`config.mk`:
```
export PLATFORM = sky130hd
export DESIGN_NAME = line_clear_ctrl
export DESIGN_NICKNAME = d
export VERILOG_FILES = /design/src/rtl/tetris_pkg.sv /design/src/rtl/line_clear_ctrl.sv
export SDC_FILE = /design/constraint.sdc
export NUM_CORES = 1
export LEC_CHECK = 0
export ABC_AREA = 1
export BUFFER_PORTS_ARGS = -buffer_cell sky130_fd_sc_hd__buf_2
export CAP_MARGIN = 20
export CORE_MARGIN = 2
export CORE_UTILIZATION = 35
export DETAILED_ROUTE_END_ITERATION = 10
export GPL_ROUTABILITY_DRIVEN = 0
export GPL_TIMING_DRIVEN = 1
export PLACE_DENSITY_LB_ADDON = 0.2
export SYNTH_ARGS = -nofsm -noshare
export SYNTH_HDL_FRONTEND = slang
export SYNTH_SLANG_ARGS = --single-unit
```
`constraint.sdc`:
```
create_clock -name Clk -period 2.6 [get_ports Clk]
set_input_delay 0.39 -clock Clk [delete_from_list [all_inputs] [get_ports Clk]]
set_output_delay 0.39 -clock Clk [all_outputs]
set_load 0.05 [all_outputs]
```
`src/rtl/tetris_pkg.sv`:
```
// Shared board geometry, row type, line-clear FSM states and score table.
package tetris_pkg;

   localparam int unsigned BOARD_W     = 10;
   localparam int unsigned BOARD_H     = 20;
   localparam int unsigned ROW_AW      = $clog2(BOARD_H);
   localparam int unsigned PTR_W       = ROW_AW + 1;
   localparam int unsigned CNT_W       = 3;
   localparam int unsigned DEF_SCORE_W = 16;

   // Points per pass by number of rows removed
   localparam int unsigned PTS_W   = 11;
   localparam int unsigned SCORE_1 = 40;
   localparam int unsigned SCORE_2 = 100;
   localparam int unsigned SCORE_3 = 300;
   localparam int unsigned SCORE_4 = 1200;

   typedef logic [BOARD_W-1:0] row_t;

   typedef enum logic [2:0] {
      IDLE,
      RD,
      RDW,
      FILL,
      DONE
   } lc_state_t;

   function automatic logic [PTS_W-1:0] score_pts(input logic [CNT_W-1:0] n);
      logic [PTS_W-1:0] pts;
      case (n)
         3'd0:    pts = '0;
         3'd1:    pts = PTS_W'(SCORE_1);
         3'd2:    pts = PTS_W'(SCORE_2);
         3'd3:    pts = PTS_W'(SCORE_3);
         default: pts = PTS_W'(SCORE_4);
      endcase
      return pts;
   endfunction

endpackage

```
`src/rtl/line_clear_ctrl.sv`:
```
// Post-lock board sequencer: scans rows bottom-up, drops full rows, compacts the
// rest downward, zero-fills the top and reports lines cleared plus saturating score.
module line_clear_ctrl
   import tetris_pkg::*;
#(
   parameter int unsigned SCORE_W = DEF_SCORE_W
) (
   input  logic                 Clk,
   input  logic                 Reset_n,
   input  logic                 start,
   output logic                 busy,
   output logic                 done,
   output logic [CNT_W-1:0]     lines_cleared,
   output logic [SCORE_W-1:0]   score,
   output logic                 rd_en,
   output logic [ROW_AW-1:0]    rd_addr,
   input  row_t                 rd_data,
   output logic                 wr_en,
   output logic [ROW_AW-1:0]    wr_addr,
   output row_t                 wr_data
);

   lc_state_t            state, state_nxt;
   logic [PTR_W-1:0]     r, r_nxt;
   logic [PTR_W-1:0]     w, w_nxt;
   logic [CNT_W-1:0]     cnt, cnt_nxt, cnt_upd;
   logic                 busy_nxt, done_nxt, rd_en_nxt, wr_en_nxt;
   logic [CNT_W-1:0]     lines_nxt;
   logic [SCORE_W-1:0]   score_nxt;
   logic [ROW_AW-1:0]    rd_addr_nxt, wr_addr_nxt;
   row_t                 wr_data_nxt;
   logic                 row_full;

   // Single add with a carry-out compare; the score never wraps
   function automatic logic [SCORE_W-1:0] sat_add(input logic [SCORE_W-1:0] s,
                                                  input logic [CNT_W-1:0]   n);
      logic [SCORE_W:0] sum;
      sum = {1'b0, s} + (SCORE_W+1)'(score_pts(n));
      return sum[SCORE_W] ? '1 : sum[SCORE_W-1:0];
   endfunction

   assign row_full = &rd_data;

   always_ff @(posedge Clk or negedge Reset_n) begin
      if (!Reset_n) begin
         state         <= IDLE;
         r             <= '0;
         w             <= '0;
         cnt           <= '0;
         busy          <= 1'b0;
         done          <= 1'b0;
         lines_cleared <= '0;
         score         <= '0;
         rd_en         <= 1'b0;
         rd_addr       <= '0;
         wr_en         <= 1'b0;
         wr_addr       <= '0;
         wr_data       <= '0;
      end else begin
         state         <= state_nxt;
         r             <= r_nxt;
         w             <= w_nxt;
         cnt           <= cnt_nxt;
         busy          <= busy_nxt;
         done          <= done_nxt;
         lines_cleared <= lines_nxt;
         score         <= score_nxt;
         rd_en         <= rd_en_nxt;
         rd_addr       <= rd_addr_nxt;
         wr_en         <= wr_en_nxt;
         wr_addr       <= wr_addr_nxt;
         wr_data       <= wr_data_nxt;
      end
   end

   // RAM strobes are issued one state early so they are registered yet land in RD/FILL timing
   always_comb begin
      state_nxt   = state;
      r_nxt       = r;
      w_nxt       = w;
      cnt_nxt     = cnt;
      cnt_upd     = cnt;
      busy_nxt    = busy;
      done_nxt    = 1'b0;
      lines_nxt   = lines_cleared;
      score_nxt   = score;
      rd_en_nxt   = 1'b0;
      rd_addr_nxt = rd_addr;
      wr_en_nxt   = 1'b0;
      wr_addr_nxt = wr_addr;
      wr_data_nxt = wr_data;

      case (state)
         IDLE: begin
            if (start) begin
               r_nxt       = PTR_W'(BOARD_H - 1);
               w_nxt       = PTR_W'(BOARD_H - 1);
               cnt_nxt     = '0;
               busy_nxt    = 1'b1;
               rd_en_nxt   = 1'b1;
               rd_addr_nxt = ROW_AW'(BOARD_H - 1);
               state_nxt   = RD;
            end
         end

         RD: state_nxt = RDW;

         RDW: begin
            if (row_full) begin
               cnt_upd = (cnt == '1) ? cnt : cnt + CNT_W'(1);
            end else begin
               if (w != r) begin
                  wr_en_nxt   = 1'b1;
                  wr_addr_nxt = ROW_AW'(w);
                  wr_data_nxt = rd_data;
               end
               w_nxt = w - PTR_W'(1);
            end
            cnt_nxt = cnt_upd;

            if (r == '0) begin
               if (cnt_upd != '0) begin
                  state_nxt = FILL;
               end else begin
                  state_nxt = DONE;
                  done_nxt  = 1'b1;
                  lines_nxt = cnt_upd;
                  score_nxt = sat_add(score, cnt_upd);
               end
            end else begin
               r_nxt       = r - PTR_W'(1);
               rd_en_nxt   = 1'b1;
               rd_addr_nxt = ROW_AW'(r - PTR_W'(1));
               state_nxt   = RD;
            end
         end

         FILL: begin
            wr_en_nxt   = 1'b1;
            wr_addr_nxt = ROW_AW'(w);
            wr_data_nxt = '0;
            w_nxt       = w - PTR_W'(1);
            if (w == '0) begin
               state_nxt = DONE;
               done_nxt  = 1'b1;
               lines_nxt = cnt;
               score_nxt = sat_add(score, cnt);
            end
         end

         DONE: begin
            busy_nxt  = 1'b0;
            state_nxt = IDLE;
         end

         default: state_nxt = IDLE;
      endcase
   end

endmodule
```
==> flow_summary.rst <==
.. list-table::
   :header-rows: 1

   * - Metric
     - Value
   * - Worst clock skew on the final layout
     - 0.005552 ns
   * - Unrepaired setup endpoints after global routing
     - true
   * - Placeable core region
     - 11560 um2
   * - First-pass GRT wire length
     - 20510 um
   * - FF+latch count, synth
     - 55
   * - Final total power
     - 6864 uW
   * - Cell area after synthesis
     - 4187 um2
   * - Drt drc
     - 0
   * - Minimum setup slack in the final design
     - -0.07657 ns
   * - Maximum number of pins on one net before global-route repair
     - 56
   * - Number of setup violations in the final report
     - 14
   * - Count of clock tree sinks
     - 55
   * - Max Transition Viols Final
     - 0
   * - Leading cell types in the layout, fill and taps excluded
     - 185 x sky130_fd_sc_hd__nand2_1, 70 x sky130_fd_sc_hd__buf_4, 67 x sky130_fd_sc_hd__inv_1
   * - Final count of hold timing violations
     - 0
   * - First-pass iteration count of the detailed router
     - 5
   * - Slew headroom
     - 51.83%
   * - Routed vias
     - 4345
   * - CP Data Required Time
     - 2.79 ns
   * - Post-DRT Antenna Nets
     - 0
   * - Num rows
     - 39
   * - Die Area
     - 12850 um2
   * - TritonCTS buffer count
     - 5
   * - Final design area excluding fillers
     - 5732 um2
   * - CTS Root Buffer Type
     - sky130_fd_sc_hd__clkbuf_16
   * - Detailed-route wire length
     - 12160 um
   * - Total Routing Usage GR
     - 19.41%
   * - Cell count after placement
     - 856
   * - Total of buffers placed on input and output ports
     - 55
   * - Number of global-route vias before repair
     - 4299
   * - Source-to-sink clock delay at the later pin of the worst-skew pair
     - 0.30 ns
   * - Warnings, synthesis
     - 0
   * - Status
     - finished, violations left
   * - Antenna Cells
     - 0
   * - Setup Slack @ Placement
     - -0.3091 ns
   * - Initial drt markers
     - 222
   * - Top cell type's share of synthesized area
     - 32.88%
   * - Worst setup SP type
     - flop
   * - Synthesized net count
     - 654
   * - Failing checks
     - negative setup slack
   * - Post-CTS clock slew at the launch and capture registers of the worst setup and hold paths
     - 0.08 ns
   * - Horizontal die dimension
     - 113.4 um
   * - Max VDD drop
     - 731.0 uV
   * - Static Leakage
     - 0.003004 uW
   * - Upper clock frequency limit
     - 0.3736 GHz
   * - Final critical path time including I/O delays and setup
     - 2.677 ns
   * - H-tree depth
     - 2
   * - Smallest hold slack
     - 0.2280 ns
   * - Signed area change from the synthesized netlist to the final layout
     - 36.91%
   * - Type of destination of the critical path
     - flop
   * - Count of unique library cells instantiated by Yosys
     - 39
   * - Routed wirelength normalized by instance count
     - 13.78 um
   * - Post-place instance area
     - 4979 um2
   * - Max Fanout on Critical Path
     - 5
   * - Type of the tightest min-delay check
     - primary input to async pin
   * - Critical setup path kind
     - flop to flop
   * - Max Buffers Root-to-Sink
     - 2
   * - Post-DP HPWL
     - 9065 um
   * - Ratio of final minimum period to clock period
     - 102.9%
   * - Seq/Total Area, Yosys
     - 32.88%
   * - Starting density of the core
     - 36.20%
   * - Gate count of the mapped netlist
     - 616
   * - Slew at the pin closest to its max-slew limit
     - 0.7225 ns
   * - Data arrival time of the critical path
     - 2.87 ns
   * - Number of antenna violations at the first check in global routing
     - 0
   * - Max-Cap Viols
     - 0
   * - Clock tree from TritonCTS
     - done
   * - Library cell with the largest summed area after synthesis
     - sky130_fd_sc_hd__dfrtp_1
   * - Die outline height
     - 113.4 um
   * - Average cell area after synthesis
     - 6.796 um2
   * - Per-cell via count in the routed design
     - 4.921
   * - Most common library cell in the layout ignoring fill and taps
     - sky130_fd_sc_hd__nand2_1
   * - Area contributors post-synth
     - sky130_fd_sc_hd__dfrtp_1 33%, sky130_fd_sc_hd__nand2_1 19%, sky130_fd_sc_hd__nand3_1 8.2%
   * - Non-filler cells in the finished layout
     - 883
   * - Share of layout cells above drive strength 1
     - 34.73%
   * - Overflow after GRT
     - 0
   * - Total I/O pin count
     - 56
   * - Net count of the finished layout
     - 777
   * - Pwr dens
     - 1198 nW/um2
[report_power, final]
part,internal (uW),total (uW),switching [uW]
Combinational,1680,4580,2900
Clock,461,798,337
Sequential,1150,1490,338
Total,3290,6860,3570
[area by class of cell]
| type | count | area [um2] |
|---|---|---|
| Inverter | 78 | 300.3 |
| Sequential cell | 55 | 1376 |
| Timing Repair Buffer | 132 | 879.6 |
| Clock inverter | 3 | 47.55 |
| Multi-Input combinational cell | 467 | 2824 |
| Clock buffer | 5 | 125.1 |
| Fill cell | 1130 | 5833 |
| Tap cell | 143 | 178.9 |
[state kept, by name (all words and copies together) (netlist names)]
signal / flops
wr_addr: 5
wr_data: 10
wr_en: 1
w: 6
rd_addr: 4
score: 15
state: 3
rd_en: 1
done: 1
busy: 1
r: 2
cnt: 3
lines_cleared: 3
[metrics by stage]
stage | util (%) | setup TNS (ns)
2_1_floorplan | - | 0
3_3_place_gp | 43.05 | -2.205
3_5_place_dp | 43.05 | -2.982
4_1_cts | 47.48 | -0.7183
5_1_grt | 49.56 | -3.009
6_report | 49.56 | -0.5541
[final timing paths]
kind | startpoint | end | slack [ns] | cells after the start
min in group Clk | rd_data[3] | wr_data[3]$_DFFE_PN0P_ | 0.31 | 3
hold reg to reg | lines_cleared[0]$_DFFE_PN0P_ | lines_cleared[0]$_DFFE_PN0P_ | 0.47 | 2
max in group asynchronous | Reset_n | r[4]$_DFFE_PN0P_ | 1.89 | 2
setup / recovery | cnt[1]$_DFFE_PN0P_ | score[4]$_DFFE_PN0P_ | -0.08 | 19
setup reg to reg | cnt[1]$_DFFE_PN0P_ | score[4]$_DFFE_PN0P_ | -0.08 | 19
hold / removal | Reset_n | wr_data[7]$_DFFE_PN0P_ | 0.23 | 2
[critical path, cell delays in order (launching register included)]
cell	delay (ns)
sky130_fd_sc_hd__dfrtp_1	0.44
sky130_fd_sc_hd__inv_2	0.08
sky130_fd_sc_hd__ha_4	0.24
sky130_fd_sc_hd__nand2_2	0.06
sky130_fd_sc_hd__o21ai_2	0.06
sky130_fd_sc_hd__o21ai_4	0.15
sky130_fd_sc_hd__nor2_2	0.06
sky130_fd_sc_hd__ha_2	0.19
sky130_fd_sc_hd__fa_2	0.34
sky130_fd_sc_hd__nand2_2	0.08
sky130_fd_sc_hd__nand2_2	0.06
sky130_fd_sc_hd__nand3_2	0.08
sky130_fd_sc_hd__nand2_4	0.07
sky130_fd_sc_hd__nand2_2	0.09
sky130_fd_sc_hd__nand3_4	0.10
sky130_fd_sc_hd__nand3_4	0.16
sky130_fd_sc_hd__buf_6	0.12
sky130_fd_sc_hd__nand3_2	0.05
sky130_fd_sc_hd__nand2_2	0.06
sky130_fd_sc_hd__nand2_1	0.05
[synthesized netlist by cell type]
| cell type | number |
|---|---|
| sky130_fd_sc_hd__a211oi_1 | 2 |
| sky130_fd_sc_hd__a21boi_0 | 1 |
| sky130_fd_sc_hd__a21oi_1 | 12 |
| sky130_fd_sc_hd__a31oi_1 | 3 |
| sky130_fd_sc_hd__buf_12 | 1 |
| sky130_fd_sc_hd__buf_2 | 4 |
| sky130_fd_sc_hd__buf_4 | 7 |
| sky130_fd_sc_hd__buf_6 | 1 |
| sky130_fd_sc_hd__clkbuf_1 | 3 |
| sky130_fd_sc_hd__clkinv_1 | 1 |
| sky130_fd_sc_hd__dfrtp_1 | 55 |
| sky130_fd_sc_hd__fa_1 | 2 |
| sky130_fd_sc_hd__ha_1 | 23 |
| sky130_fd_sc_hd__inv_1 | 73 |
| sky130_fd_sc_hd__inv_2 | 3 |
| sky130_fd_sc_hd__inv_4 | 1 |
| sky130_fd_sc_hd__nand2_1 | 212 |
| sky130_fd_sc_hd__nand2_2 | 12 |
| sky130_fd_sc_hd__nand2_4 | 1 |
| sky130_fd_sc_hd__nand3_1 | 69 |
| sky130_fd_sc_hd__nand3_4 | 2 |
| sky130_fd_sc_hd__nand3b_1 | 5 |
| sky130_fd_sc_hd__nand4_1 | 11 |
| sky130_fd_sc_hd__nand4_2 | 1 |
| sky130_fd_sc_hd__nor2_1 | 49 |
| sky130_fd_sc_hd__nor2_2 | 4 |
| sky130_fd_sc_hd__nor2_4 | 2 |
| sky130_fd_sc_hd__nor3_1 | 7 |
| sky130_fd_sc_hd__nor4_2 | 1 |
| sky130_fd_sc_hd__o211ai_1 | 1 |
| sky130_fd_sc_hd__o21ai_0 | 27 |
| sky130_fd_sc_hd__o21ai_1 | 1 |
| sky130_fd_sc_hd__o21ai_2 | 1 |
| sky130_fd_sc_hd__o21ai_4 | 2 |
| sky130_fd_sc_hd__o22ai_1 | 6 |
| sky130_fd_sc_hd__o31ai_1 | 1 |
| sky130_fd_sc_hd__or2_2 | 1 |
| sky130_fd_sc_hd__xnor2_1 | 2 |
| sky130_fd_sc_hd__xor2_1 | 6 |
[kinds of logic (layout without fill, tap and decap cells)]
group | count (synthesis) | count (layout) | share of synthesized area (%)
buffers and inverters | 94 | 218 | 9.803
adders and majority gates | 25 | 25 | 7.830
DFF | 55 | 55 | 32.88
and+or+nand+nor | 377 | 377 | 39.81
AOI/OAI and AO/OA | 57 | 57 | 8.010
xor gates and xnor gates | 8 | 8 | 1.674
[per-layer routing]
| layer | track usage (%) | up-vias | routed length (um) |
|---|---|---|---|
| li1 | - | 2220 | - |
| met1 | 25.91 | 2009 | 5646 |
| met2 | 33.01 | 100 | 5837 |
| met3 | 2.604 | 16 | 466 |
| met4 | 5.691 | 0 | 214 |
| met5 | 0 | - | 0 |
[repair_timing]
item | CTS | global route
hold buffers | 0 | 0
pin swaps | 27 | 38
resized for setup | 70 | 44
setup endpoints to repair | 15 | 15
buffers inserted | 10 | 10
(Power assumes the default switching activity.)
